### src/rtl/graphite_vram_pkg.sv
// Shared VRAM bus widths, request payload and arbiter state encoding.
package graphite_vram_pkg;

  localparam int unsigned VRAM_ADDR_W = 32;
  localparam int unsigned VRAM_DATA_W = 16;
  localparam int unsigned VRAM_MASK_W = 4;

  // One VRAM transaction as presented downstream.
  typedef struct packed {
    logic                   wr;
    logic [VRAM_MASK_W-1:0] mask;
    logic [VRAM_ADDR_W-1:0] addr;
    logic [VRAM_DATA_W-1:0] data;
  } vram_req_t;

  typedef enum logic [0:0] {
    ARB_IDLE = 1'b0,
    ARB_BUSY = 1'b1
  } arb_state_e;

endpackage

### src/rtl/vram_arbiter_if.sv
// Requester-side and VRAM-side signals of the arbiter.
// Signal suffixes are from the arbiter's point of view (_i into the arbiter, _o out of it).
//   req_*   : NUM_REQ requesters, packed side by side (requester g at slice g)
//   vram_*  : single downstream VRAM/SDRAM controller port
// slave  : arbiter view
// master : environment view (requesters + VRAM controller)
interface vram_arbiter_if
  import graphite_vram_pkg::*;
#(
  parameter int unsigned NUM_REQ = 2
);

  logic [NUM_REQ-1:0]             req_sel_i;
  logic [NUM_REQ-1:0]             req_wr_i;
  logic [NUM_REQ*VRAM_MASK_W-1:0] req_mask_i;
  logic [NUM_REQ*VRAM_ADDR_W-1:0] req_addr_i;
  logic [NUM_REQ*VRAM_DATA_W-1:0] req_data_out_i;
  logic [NUM_REQ-1:0]             req_ack_o;
  logic [VRAM_DATA_W-1:0]         req_data_in_o;

  logic                           vram_ack_i;
  logic [VRAM_DATA_W-1:0]         vram_data_in_i;
  logic                           vram_sel_o;
  logic                           vram_wr_o;
  logic [VRAM_MASK_W-1:0]         vram_mask_o;
  logic [VRAM_ADDR_W-1:0]         vram_addr_o;
  logic [VRAM_DATA_W-1:0]         vram_data_out_o;

  modport slave (
    input  req_sel_i, req_wr_i, req_mask_i, req_addr_i, req_data_out_i,
    output req_ack_o, req_data_in_o,
    input  vram_ack_i, vram_data_in_i,
    output vram_sel_o, vram_wr_o, vram_mask_o, vram_addr_o, vram_data_out_o
  );

  modport master (
    output req_sel_i, req_wr_i, req_mask_i, req_addr_i, req_data_out_i,
    input  req_ack_o, req_data_in_o,
    output vram_ack_i, vram_data_in_i,
    input  vram_sel_o, vram_wr_o, vram_mask_o, vram_addr_o, vram_data_out_o
  );

endinterface

### src/rtl/rr_picker.sv
// Rotating-priority encoder: picks the first set req bit starting just after
// last_i and wrapping, so the last winner has lowest priority.
//   req_i      : request vector
//   last_i     : index of the previous winner
//   valid_c    : any request present
//   winner_c   : chosen index (equals last_i when nothing is requested)
module rr_picker #(
  parameter  int unsigned N     = 2,
  localparam int unsigned PTR_W = $clog2(N)
) (
  input  logic [N-1:0]     req_i,
  input  logic [PTR_W-1:0] last_i,
  output logic             valid_c,
  output logic [PTR_W-1:0] winner_c
);

  logic [PTR_W-1:0] idx;
  logic             found;

  // Walk offsets 1..N from the last winner; offset N wraps back onto last_i itself.
  always_comb begin
    idx      = last_i;
    found    = 1'b0;
    winner_c = last_i;
    for (int unsigned i = 1; i <= N; i++) begin
      idx = PTR_W'((32'(last_i) + i) % N);
      if (!found && req_i[idx]) begin
        found    = 1'b1;
        winner_c = idx;
      end
    end
    valid_c = found;
  end

endmodule

### src/rtl/vram_arbiter.sv
// Round-robin arbiter sharing one VRAM port between NUM_REQ requesters.
// The winning request is registered onto vram_*_o and held until vram_ack_i.
//   clk, reset_ni : clock, asynchronous active-low reset
//   bus           : requester and VRAM signals (slave modport)
//   grant_o       : index of the last or current grant
//   busy_o        : a transaction is outstanding downstream
// req_ack_o and req_data_in_o are combinational so a requester sees its ack in
// the same cycle as vram_ack_i.
module vram_arbiter
  import graphite_vram_pkg::*;
#(
  parameter  int unsigned NUM_REQ = 2,
  localparam int unsigned PTR_W   = $clog2(NUM_REQ)
) (
  input  logic                 clk,
  input  logic                 reset_ni,
  vram_arbiter_if.slave        bus,
  output logic [PTR_W-1:0]     grant_o,
  output logic                 busy_o
);

  arb_state_e       state_q, state_d;
  logic [PTR_W-1:0] grant_q, grant_d;
  logic             sel_q,   sel_d;
  vram_req_t        req_q,   req_d;

  vram_req_t        cand [NUM_REQ];
  logic             pick_valid_c;
  logic [PTR_W-1:0] pick_idx_c;
  logic [NUM_REQ-1:0] req_ack_c;

  // Unpack the per-requester payloads into structs.
  for (genvar g = 0; g < NUM_REQ; g++) begin : g_cand
    assign cand[g] = '{
      wr:   bus.req_wr_i[g],
      mask: bus.req_mask_i[g*VRAM_MASK_W +: VRAM_MASK_W],
      addr: bus.req_addr_i[g*VRAM_ADDR_W +: VRAM_ADDR_W],
      data: bus.req_data_out_i[g*VRAM_DATA_W +: VRAM_DATA_W]
    };
  end

  rr_picker #(.N(NUM_REQ)) u_picker (
    .req_i    (bus.req_sel_i),
    .last_i   (grant_q),
    .valid_c  (pick_valid_c),
    .winner_c (pick_idx_c)
  );

  // State and output registers.
  always_ff @(posedge clk or negedge reset_ni) begin
    if (!reset_ni) begin
      state_q <= ARB_IDLE;
      grant_q <= PTR_W'(NUM_REQ - 1);
      sel_q   <= 1'b0;
      req_q   <= '{wr: 1'b0, mask: '1, addr: '0, data: '0};
    end else begin
      state_q <= state_d;
      grant_q <= grant_d;
      sel_q   <= sel_d;
      req_q   <= req_d;
    end
  end

  // Next-state: latch the winner in IDLE, hold everything until ack in BUSY.
  always_comb begin
    state_d = state_q;
    grant_d = grant_q;
    sel_d   = sel_q;
    req_d   = req_q;
    unique case (state_q)
      ARB_IDLE: begin
        if (pick_valid_c) begin
          req_d   = cand[pick_idx_c];
          grant_d = pick_idx_c;
          sel_d   = 1'b1;
          state_d = ARB_BUSY;
        end
      end
      ARB_BUSY: begin
        if (bus.vram_ack_i) begin
          sel_d    = 1'b0;
          req_d.wr = 1'b0;
          state_d  = ARB_IDLE;
        end
      end
      default: state_d = ARB_IDLE;
    endcase
  end

  // Ack demux: only the granted requester, and only while a transaction is open.
  always_comb begin
    req_ack_c = '0;
    for (int unsigned g = 0; g < NUM_REQ; g++) begin
      req_ack_c[g] = bus.vram_ack_i && (state_q == ARB_BUSY) && (grant_q == PTR_W'(g));
    end
  end

  assign bus.req_ack_o       = req_ack_c;
  assign bus.req_data_in_o   = bus.vram_data_in_i;
  assign bus.vram_sel_o      = sel_q;
  assign bus.vram_wr_o       = req_q.wr;
  assign bus.vram_mask_o     = req_q.mask;
  assign bus.vram_addr_o     = req_q.addr;
  assign bus.vram_data_out_o = req_q.data;
  assign grant_o             = grant_q;
  assign busy_o              = (state_q == ARB_BUSY);

endmodule

### src/flat_wrapper.sv
// flat-port wrapper written by rule: the top's interface ports become plain ports
module vram_arbiter_flat import graphite_vram_pkg::*;
#(
  parameter  int unsigned NUM_REQ = 2,
  localparam int unsigned PTR_W   = $clog2(NUM_REQ)
)
  (clk, reset_ni, grant_o, busy_o, bus_req_sel_i, bus_req_wr_i, bus_req_mask_i, bus_req_addr_i, bus_req_data_out_i, bus_req_ack_o, bus_req_data_in_o, bus_vram_ack_i, bus_vram_data_in_i, bus_vram_sel_o, bus_vram_wr_o, bus_vram_mask_o, bus_vram_addr_o, bus_vram_data_out_o);
  vram_arbiter_if #(.NUM_REQ(NUM_REQ)) bus_i ();
  input  logic clk;
  input  logic reset_ni;
  output logic [PTR_W-1:0] grant_o;
  output logic busy_o;
  input wire logic [$bits(bus_i.req_sel_i)-1:0] bus_req_sel_i;
  input wire logic [$bits(bus_i.req_wr_i)-1:0] bus_req_wr_i;
  input wire logic [$bits(bus_i.req_mask_i)-1:0] bus_req_mask_i;
  input wire logic [$bits(bus_i.req_addr_i)-1:0] bus_req_addr_i;
  input wire logic [$bits(bus_i.req_data_out_i)-1:0] bus_req_data_out_i;
  output wire logic [$bits(bus_i.req_ack_o)-1:0] bus_req_ack_o;
  output wire logic [$bits(bus_i.req_data_in_o)-1:0] bus_req_data_in_o;
  input wire logic [$bits(bus_i.vram_ack_i)-1:0] bus_vram_ack_i;
  input wire logic [$bits(bus_i.vram_data_in_i)-1:0] bus_vram_data_in_i;
  output wire logic [$bits(bus_i.vram_sel_o)-1:0] bus_vram_sel_o;
  output wire logic [$bits(bus_i.vram_wr_o)-1:0] bus_vram_wr_o;
  output wire logic [$bits(bus_i.vram_mask_o)-1:0] bus_vram_mask_o;
  output wire logic [$bits(bus_i.vram_addr_o)-1:0] bus_vram_addr_o;
  output wire logic [$bits(bus_i.vram_data_out_o)-1:0] bus_vram_data_out_o;
  assign bus_i.req_sel_i = bus_req_sel_i;
  assign bus_i.req_wr_i = bus_req_wr_i;
  assign bus_i.req_mask_i = bus_req_mask_i;
  assign bus_i.req_addr_i = bus_req_addr_i;
  assign bus_i.req_data_out_i = bus_req_data_out_i;
  assign bus_req_ack_o = bus_i.req_ack_o;
  assign bus_req_data_in_o = bus_i.req_data_in_o;
  assign bus_i.vram_ack_i = bus_vram_ack_i;
  assign bus_i.vram_data_in_i = bus_vram_data_in_i;
  assign bus_vram_sel_o = bus_i.vram_sel_o;
  assign bus_vram_wr_o = bus_i.vram_wr_o;
  assign bus_vram_mask_o = bus_i.vram_mask_o;
  assign bus_vram_addr_o = bus_i.vram_addr_o;
  assign bus_vram_data_out_o = bus_i.vram_data_out_o;
  vram_arbiter #(.NUM_REQ(NUM_REQ)) u_core (.clk(clk), .reset_ni(reset_ni), .bus(bus_i), .grant_o(grant_o), .busy_o(busy_o));
endmodule
### config.mk
export PLATFORM = sky130hd
export DESIGN_NAME = vram_arbiter_flat
export DESIGN_NICKNAME = d
export VERILOG_FILES = /design/src/rtl/graphite_vram_pkg.sv /design/src/rtl/vram_arbiter_if.sv /design/src/rtl/rr_picker.sv /design/src/rtl/vram_arbiter.sv /design/src/flat_wrapper.sv
export SDC_FILE = /design/constraint.sdc
export NUM_CORES = 1
export LEC_CHECK = 0
export ABC_AREA = 1
export CAP_MARGIN = 20
export CORE_AREA = 2 2 94 96
export DETAILED_ROUTE_END_ITERATION = 12
export DIE_AREA = 0 0 96 98
export PLACE_DENSITY_LB_ADDON = 0.05
export SYNTH_ARGS = -nofsm -noshare
export SYNTH_HDL_FRONTEND = slang
export SYNTH_SLANG_ARGS = --single-unit
### constraint.sdc
create_clock -name clk -period 2.3 [get_ports clk]
set_input_delay 0.46 -clock clk [delete_from_list [all_inputs] [get_ports clk]]
set_output_delay 0.46 -clock clk [all_outputs]
set_load 0.05 [all_outputs]
==> results of run 1 <==
power groups by stage:
stage,registers [µW],clock network (µW),logic (µW)
after floorplan,3480,0,1240
after global placement,1770,0,4400
after detailed placement,1780,0,4430
after CTS,1770,677,4440
after global routing,1840,714,4680
final,1770,656,4410
state kept, by name, indices dropped and copies added (netlist names):
name,cells
u_core.busy_o,1
u_core.bus.vram_addr_o,32
u_core.bus.vram_wr_o,1
u_core.grant_o,1
u_core.bus.vram_data_out_o,16
u_core.bus.vram_sel_o,1
u_core.bus.vram_mask_o,4
worst max-delay path by stage:
| stage | endpoint | slack (ns) | cells after the start | from |
|---|---|---|---|---|
| floorplan | bus_req_ack_o[1] | 0.32 | 2 | u_core.grant_o$_DFFE_PN1P_ |
| global placement | u_core.bus.vram_data_out_o[11]$_DFFE_PN0P_ | 0.38 | 5 | bus_req_sel_i[1] |
| detailed placement | u_core.bus.vram_data_out_o[14]$_DFFE_PN0P_ | 0.33 | 5 | bus_req_sel_i[1] |
| CTS | grant_o | 0.07 | 1 | u_core.grant_o$_DFFE_PN1P_ |
| global route | grant_o | 0.03 | 1 | u_core.grant_o$_DFFE_PN1P_ |
| finish | grant_o | 0.08 | 1 | u_core.grant_o$_DFFE_PN1P_ |
metal layers:
layer  share of wire (%)  wire [µm]  global-route usage (%)
met3                 7.0        705                   3.858
met4                 1.2        125                   6.154
met1                  43       4378                   29.04
met5                   0          0                       0
met2                  48       4861                   36.38
cell type report:
class,count,area (µm²)
clock buffers,5,68.82
clock inverters,3,42.54
fillers,780,3357
inverters,58,217.7
multi-input cells,279,1415
flip-flops and latches,56,1408
well taps,108,135.1
repair buffers,178,1822
cells in the final DEF (no fill, tap or decap), drive strengths merged:
master	Yosys	routed
clkinv	0	1
o21ai	3	3
bufinv	0	1
nand3	107	107
nand2	114	114
nor2	2	2
clkbuf	0	5
clkdlybuf4s50	0	165
inv	58	58
clkinvlp	0	1
nand3b	53	53
dfrtp	51	51
buf	47	13
dfstp	5	5
metrics by stage:
step / power, µW / cell area (µm²) / hold WS (ns) / setup WS, ns
3_3_place_gp: 6170 / 4997 / 0.4385 / 0.3835
3_5_place_dp: 6213 / 4997 / 0.4392 / 0.3350
2_1_floorplan: 4717 / 3328 / 0.1644 / 0.3203
6_report: 6836 / 5109 / 0.09278 / 0.07613
5_1_grt: 7232 / 5109 / 0.1186 / 0.03223
4_1_cts: 6891 / 5109 / 0.09720 / 0.06736
kinds of logic (layout without fill, tap and decap cells):
kind of cell    count (synthesis)  after routing
simple gates                  276            276
buf+inv                       105            244
flops                          56             56
compound gates                  3              3
==> summary.txt, run 1 <==
Max frequency: 449.7 MHz
Setup-failing EPs final: 0
Comb pwr share: 64.5%
Worst Clk Skew: 0.01103 ns
Drt wl/cell: 14.66 µm
Inserted Clock Buffers: 5
Vias: 3375
First-pass GRT wire length: 16570 µm
Crit-path cells: clkdlybuf4s50_1
Final Hold Fails: 0
Clock buffer depth: 2
Post-synth ARST share: 100.0%
Syn avg cell area: 7.564 µm²
HPWL Detailed: 6847 µm
Core Rows: 34
Worst hold path class: in -> async
Post-synth EDFFs: 0
Flop pwr share: 25.9%
FF-to-FF path depth: 5
Distinct cells, synth: 15
Vias in the first global route: 3460
Pre-antenna DRT Iters: 4
P_sw: 3543 µW
CP peak stage delay: 0.83 ns
Largest net degree at the start of global routing: 58
Initial DRC Count: 156
Final Core Density: 60.35%
Crit path launch type: register
Syn nets: 567
CP arrival: 1.76 ns
Crit path max fanout: 6
DIE HEIGHT: 98 µm
Placer Congestion: 0.7812
Cell with the most instances after synthesis: nand2_1
CP delay by family, top: buffers and inverters
Total grt overflow: 0
Top cell type's share of synthesized area: 38.35%
Drt via density: 4.913
Most frequent cells after synthesis: nand2_1 (111), nand3_1 (107), inv_1 (55)
Synthesized flop and latch total: 56
RR Endpoint: u_core.bus.vram_data_out_o[14]$_DFFE_PN0P_
Setup CP Type: reg -> out
Complex-gate fraction of the synthesized area: 0.5639%
Setup TNS: 0 ns
Post-Layout Cell Count: 687
Synth warn: 0
Post-Syn Area: 3328 µm²
# IOs: 201
Cells after Synth: 440
Crit share post-route: 96.69%
Combinational family with the most area after synthesis: simple AND/OR/NAND/NOR gates
Dpl cells: 679
Initial core utilization: 39.31%
CTS Sinks: 56
Main flop type after synthesis: dfrtp_1
Routed wire length: 10070 µm
Layout cells sized above 1: 5.872%
Least-Margin Pin Slew: 0.6042 ns
Die area: 9408 µm²
Worst endpoint required time: 1.84 ns
Synth Area in XOR/XNOR: 0%
Root buffer cell: clkbuf_8
Status: finished, final reports clean
ANT cells: 0
PD cells: 1338 nW/µm²
Post-layout minimum cycle time: 2.224 ns
Resized Gates After CTS: 0
Area growth from synthesis to layout: 53.50%
R2r setup slk: 0.70 ns
CTS tree: built
Yosys top cell by area: dfrtp_1
Mux cell area share after synthesis: 0%
Area share of and/or/nand/nor cells after synthesis: 41.65%
CTS clk-pin slew, worst paths: 0.10 ns
Top post-synthesis cells by area: dfrtp_1 (38%), nand3_1 (16%), nand2_1 (13%)
Clock Latency Late Sink: 0.32 ns
H-tree levels: 2
Post-Synth Adder-Cell Area: 0%
I/O Buffers: 168
Postcts setup bufs: 0
DRC Markers: 0
RSZ-0062 raised after global routing: false
Max VDD drop: 0.0009540 V
# hold bufs at CTS: 0
Sw Share: 51.84%
Slowest-stage cell, CP: clkdlybuf4s50_1
Buffer and inverter count on the worst path: 1
Clock power frac: 9.6%
Leakage: 0.002492 µW
Post-synthesis sequential area ratio: 42.29%
Chip width: 96 µm
Critical Path End Type: primary output
Fin. max-slew vios: 0
Placeable core region: 8466 µm²
Antenna violations before repair: 0
Total GRT Usage: 21.88%
Final nets: 705
FF-to-FF Start: u_core.grant_o$_DFFE_PN1P_
Routed Antenna Nets: 0
Total of max-cap violations: 0
Internal Power: 3292 µW
Slew Limit Headroom: 59.72%
Power figures use the tool's default switching activity.
==> run 2, diff against run 1 <==
CTS_CLUSTER_DIAMETER = 120   (was not set)
SKIP_LAST_GASP = 1   (was not set)
==> results of run 2 <==
Same layout as run 1: the final DEF is identical, and so are final timing and power.
==> run 3, diff against run 2 <==
CORE_AREA = 5 5 97 99   (was 2 2 94 96)
DIE_AREA = 0 0 102 104   (was 0 0 96 98)
TNS_END_PERCENT = 5   (was not set)
==> summary.txt, run 3 (synthesis gave the netlist of run 1 again) <==
Routed Antenna Nets: 0 (unchanged)
Setup TNS: 0 ns (unchanged)
P_sw: 3528 µW (was 3543 µW)
Core Rows: 34 (unchanged)
Buffer and inverter count on the worst path: 1 (unchanged)
Total grt overflow: 0 (unchanged)
Crit share post-route: 96.34% (was 96.69%)
Most common cell after layout, fill and taps aside: clkdlybuf4s50_1 (unchanged)
CTS Sinks: 56 (unchanged)
Layout cells sized above 1: 5.690% (was 5.872%)
# hold bufs at CTS: 0 (unchanged)
Clock power frac: 7.8% (was 9.6%)
CTS clk-pin slew, worst paths: 0.10 ns (about the same)
I/O Buffers: 168 (unchanged)
Post-layout minimum cycle time: 2.216 ns (was 2.224 ns)
DP Area: 5030 µm² (was 4997 µm²)
Setup CP Type: reg -> out (unchanged)
Critical Path End Type: primary output (unchanged)
Grt peak-use layer: met2 (unchanged)
HPWL Detailed: 7760 µm (was 6847 µm)
Final Cell Area: 5111 µm² (was 5109 µm²)
CP peak stage delay: 0.83 ns (about the same)
Inserted Clock Buffers: 5 (unchanged)
Status: finished, final reports clean (unchanged)
Slew Limit Headroom: 55.47% (was 59.72%)
Max frequency: 451.3 MHz (was 449.7 MHz)
Vias in the first global route: 3478 (was 3460)
H-tree levels: 2 (unchanged)
Vias: 3437 (was 3375)
Chip width: 102 µm (was 96 µm)
DRC Markers: 0 (unchanged)
Final Core Density: 60.38% (was 60.35%)
Setup-failing EPs final: 0 (unchanged)
DIE HEIGHT: 104 µm (was 98 µm)
Placer Congestion: 0.7983 (was 0.7812)
Worst endpoint required time: 1.84 ns (about the same)
Drt wl/cell: 15.69 µm (was 14.66 µm)
Clock buffer depth: 2 (unchanged)
Crit path launch type: register (unchanged)
Crit path depth: 1 (unchanged)
CP arrival: 1.76 ns (about the same)
CP delay by family, top: buffers and inverters (unchanged)
Flop pwr share: 26.4% (was 25.9%)
Crit path max fanout: 6 (unchanged)
Die area: 10610 µm² (was 9408 µm²)
PD cells: 1319 nW/µm² (was 1338 nW/µm²)
Most frequent cells in the layout: clkdlybuf4s50_1 (165), nand2_1 (110), nand3_1 (107) (unchanged)
Pre-antenna DRT Iters: 5 (was 4)
FF-to-FF path depth: 5 (unchanged)
Area growth from synthesis to layout: 53.57% (was 53.50%)
Initial core utilization: 39.31% (unchanged)
Filler cells: 803 (was 780)
# IOs: 201 (unchanged)
Resized Gates After CTS: 0 (unchanged)
Root buffer cell: clkbuf_8 (unchanged)
Worst Clk Skew: 0.008609 ns (was 0.01103 ns)
Routed wire length: 10800 µm (was 10070 µm)
Drt via density: 4.996 (was 4.913)
Placeable core region: 8466 µm² (unchanged)
Slowest-stage cell, CP: clkdlybuf4s50_1 (unchanged)
Final Hold Fails: 0 (unchanged)
Leakage: 0.002493 µW (was 0.002492 µW)
Final nets: 706 (was 705)
Internal Power: 3214 µW (was 3292 µW)
CTS tree: built (unchanged)
Met2 usage: 32.50% (was 36.38%)
Least-Margin Pin Slew: 0.6679 ns (was 0.6042 ns)
Crit-path cells: clkdlybuf4s50_1 (unchanged)
Sw Share: 52.33% (was 51.84%)
Max VDD drop: 0.0008741 V (was 0.0009540 V)
Worst hold path class: in -> async (unchanged)
RSZ-0062 raised after global routing: false (unchanged)
M3 GR Usage: 4.158% (was 3.858%)
Comb pwr share: 65.8% (was 64.5%)
ANT cells: 0 (unchanged)
GR Util met1: 26.97% (was 29.04%)
Max reg flops: 32 (unchanged)
Total of max-cap violations: 0 (unchanged)
Clock Latency Late Sink: 0.30 ns (was 0.32 ns)
Total GRT Usage: 19.98% (was 21.88%)
Fin. max-slew vios: 0 (unchanged)
Initial DRC Count: 117 (was 156)
First-pass GRT wire length: 17420 µm (was 16570 µm)
Largest net degree at the start of global routing: 54 (was 58)
Total Power: 6742 µW (was 6836 µW)
Antenna violations before repair: 0 (unchanged)
Postcts setup bufs: 0 (unchanged)
[run 3: cell count changes in the layout (fill, tap and decap cells not counted), sizes merged]
cell | before | now
clkbuf | 5 | 7
bufinv | 1 | 0
buf | 13 | 14
clkinvlp | 1 | 0
[run 3: cell type report]
class / count / area, µm² / share of cell area, %
Multi-Input combinational cell: 279 / 1415 / 27.69
Clock buffer: 7 / 76.32 / 1.493
Tap cell: 108 / 135.1 / 2.644
Timing Repair Buffer: 179 / 1854 / 36.28
Sequential cell: 56 / 1408 / 27.54
Inverter: 58 / 217.7 / 4.259
Clock inverter: 1 / 5.005 / 0.09792
[run 3: layer usage]
layer  part of all wire [%]  vias to the layer above
met5                      0                        -
met4                    1.0                        0
met3                    8.5                       10
met2                     48                      139
met1                     42                     1627
li1                       -                     1661
[run 3: power groups by stage]
stage	Clock (µW)	Sequential (µW)	Combinational, µW
2_1_floorplan	0	3480	1240
3_3_place_gp	0	1790	4440
3_5_place_dp	0	1790	4480
4_1_cts	552	1780	4480
5_1_grt	591	1850	4700
6_report	526	1780	4440
[run 3: final timing paths]
path	start	end	slack, ns
worst min register to register	u_core.bus.vram_mask_o[2]$_DFFE_PN1P_	u_core.bus.vram_mask_o[2]$_DFFE_PN1P_	0.47
worst min-delay path	reset_ni	u_core.bus.vram_data_out_o[8]$_DFFE_PN0P_	0.18
max in group asynchronous	reset_ni	u_core.grant_o$_DFFE_PN1P_	1.46
worst max-delay path	u_core.grant_o$_DFFE_PN1P_	grant_o	0.08
worst max register to register	u_core.grant_o$_DFFE_PN1P_	u_core.bus.vram_addr_o[10]$_DFFE_PN0P_	0.67
min in group clk	u_core.bus.vram_mask_o[2]$_DFFE_PN1P_	u_core.bus.vram_mask_o[2]$_DFFE_PN1P_	0.47
[run 3: per-stage QoR]
step,worst slack [ns],hold WS [ns],cells
floorplan,0.3203,0.1644,440
global placement,0.2886,0.4547,680
detailed placement,0.3183,0.4579,680
CTS,0.06258,0.1864,688
global route,0.01950,0.2170,688
finish,0.08420,0.1752,688
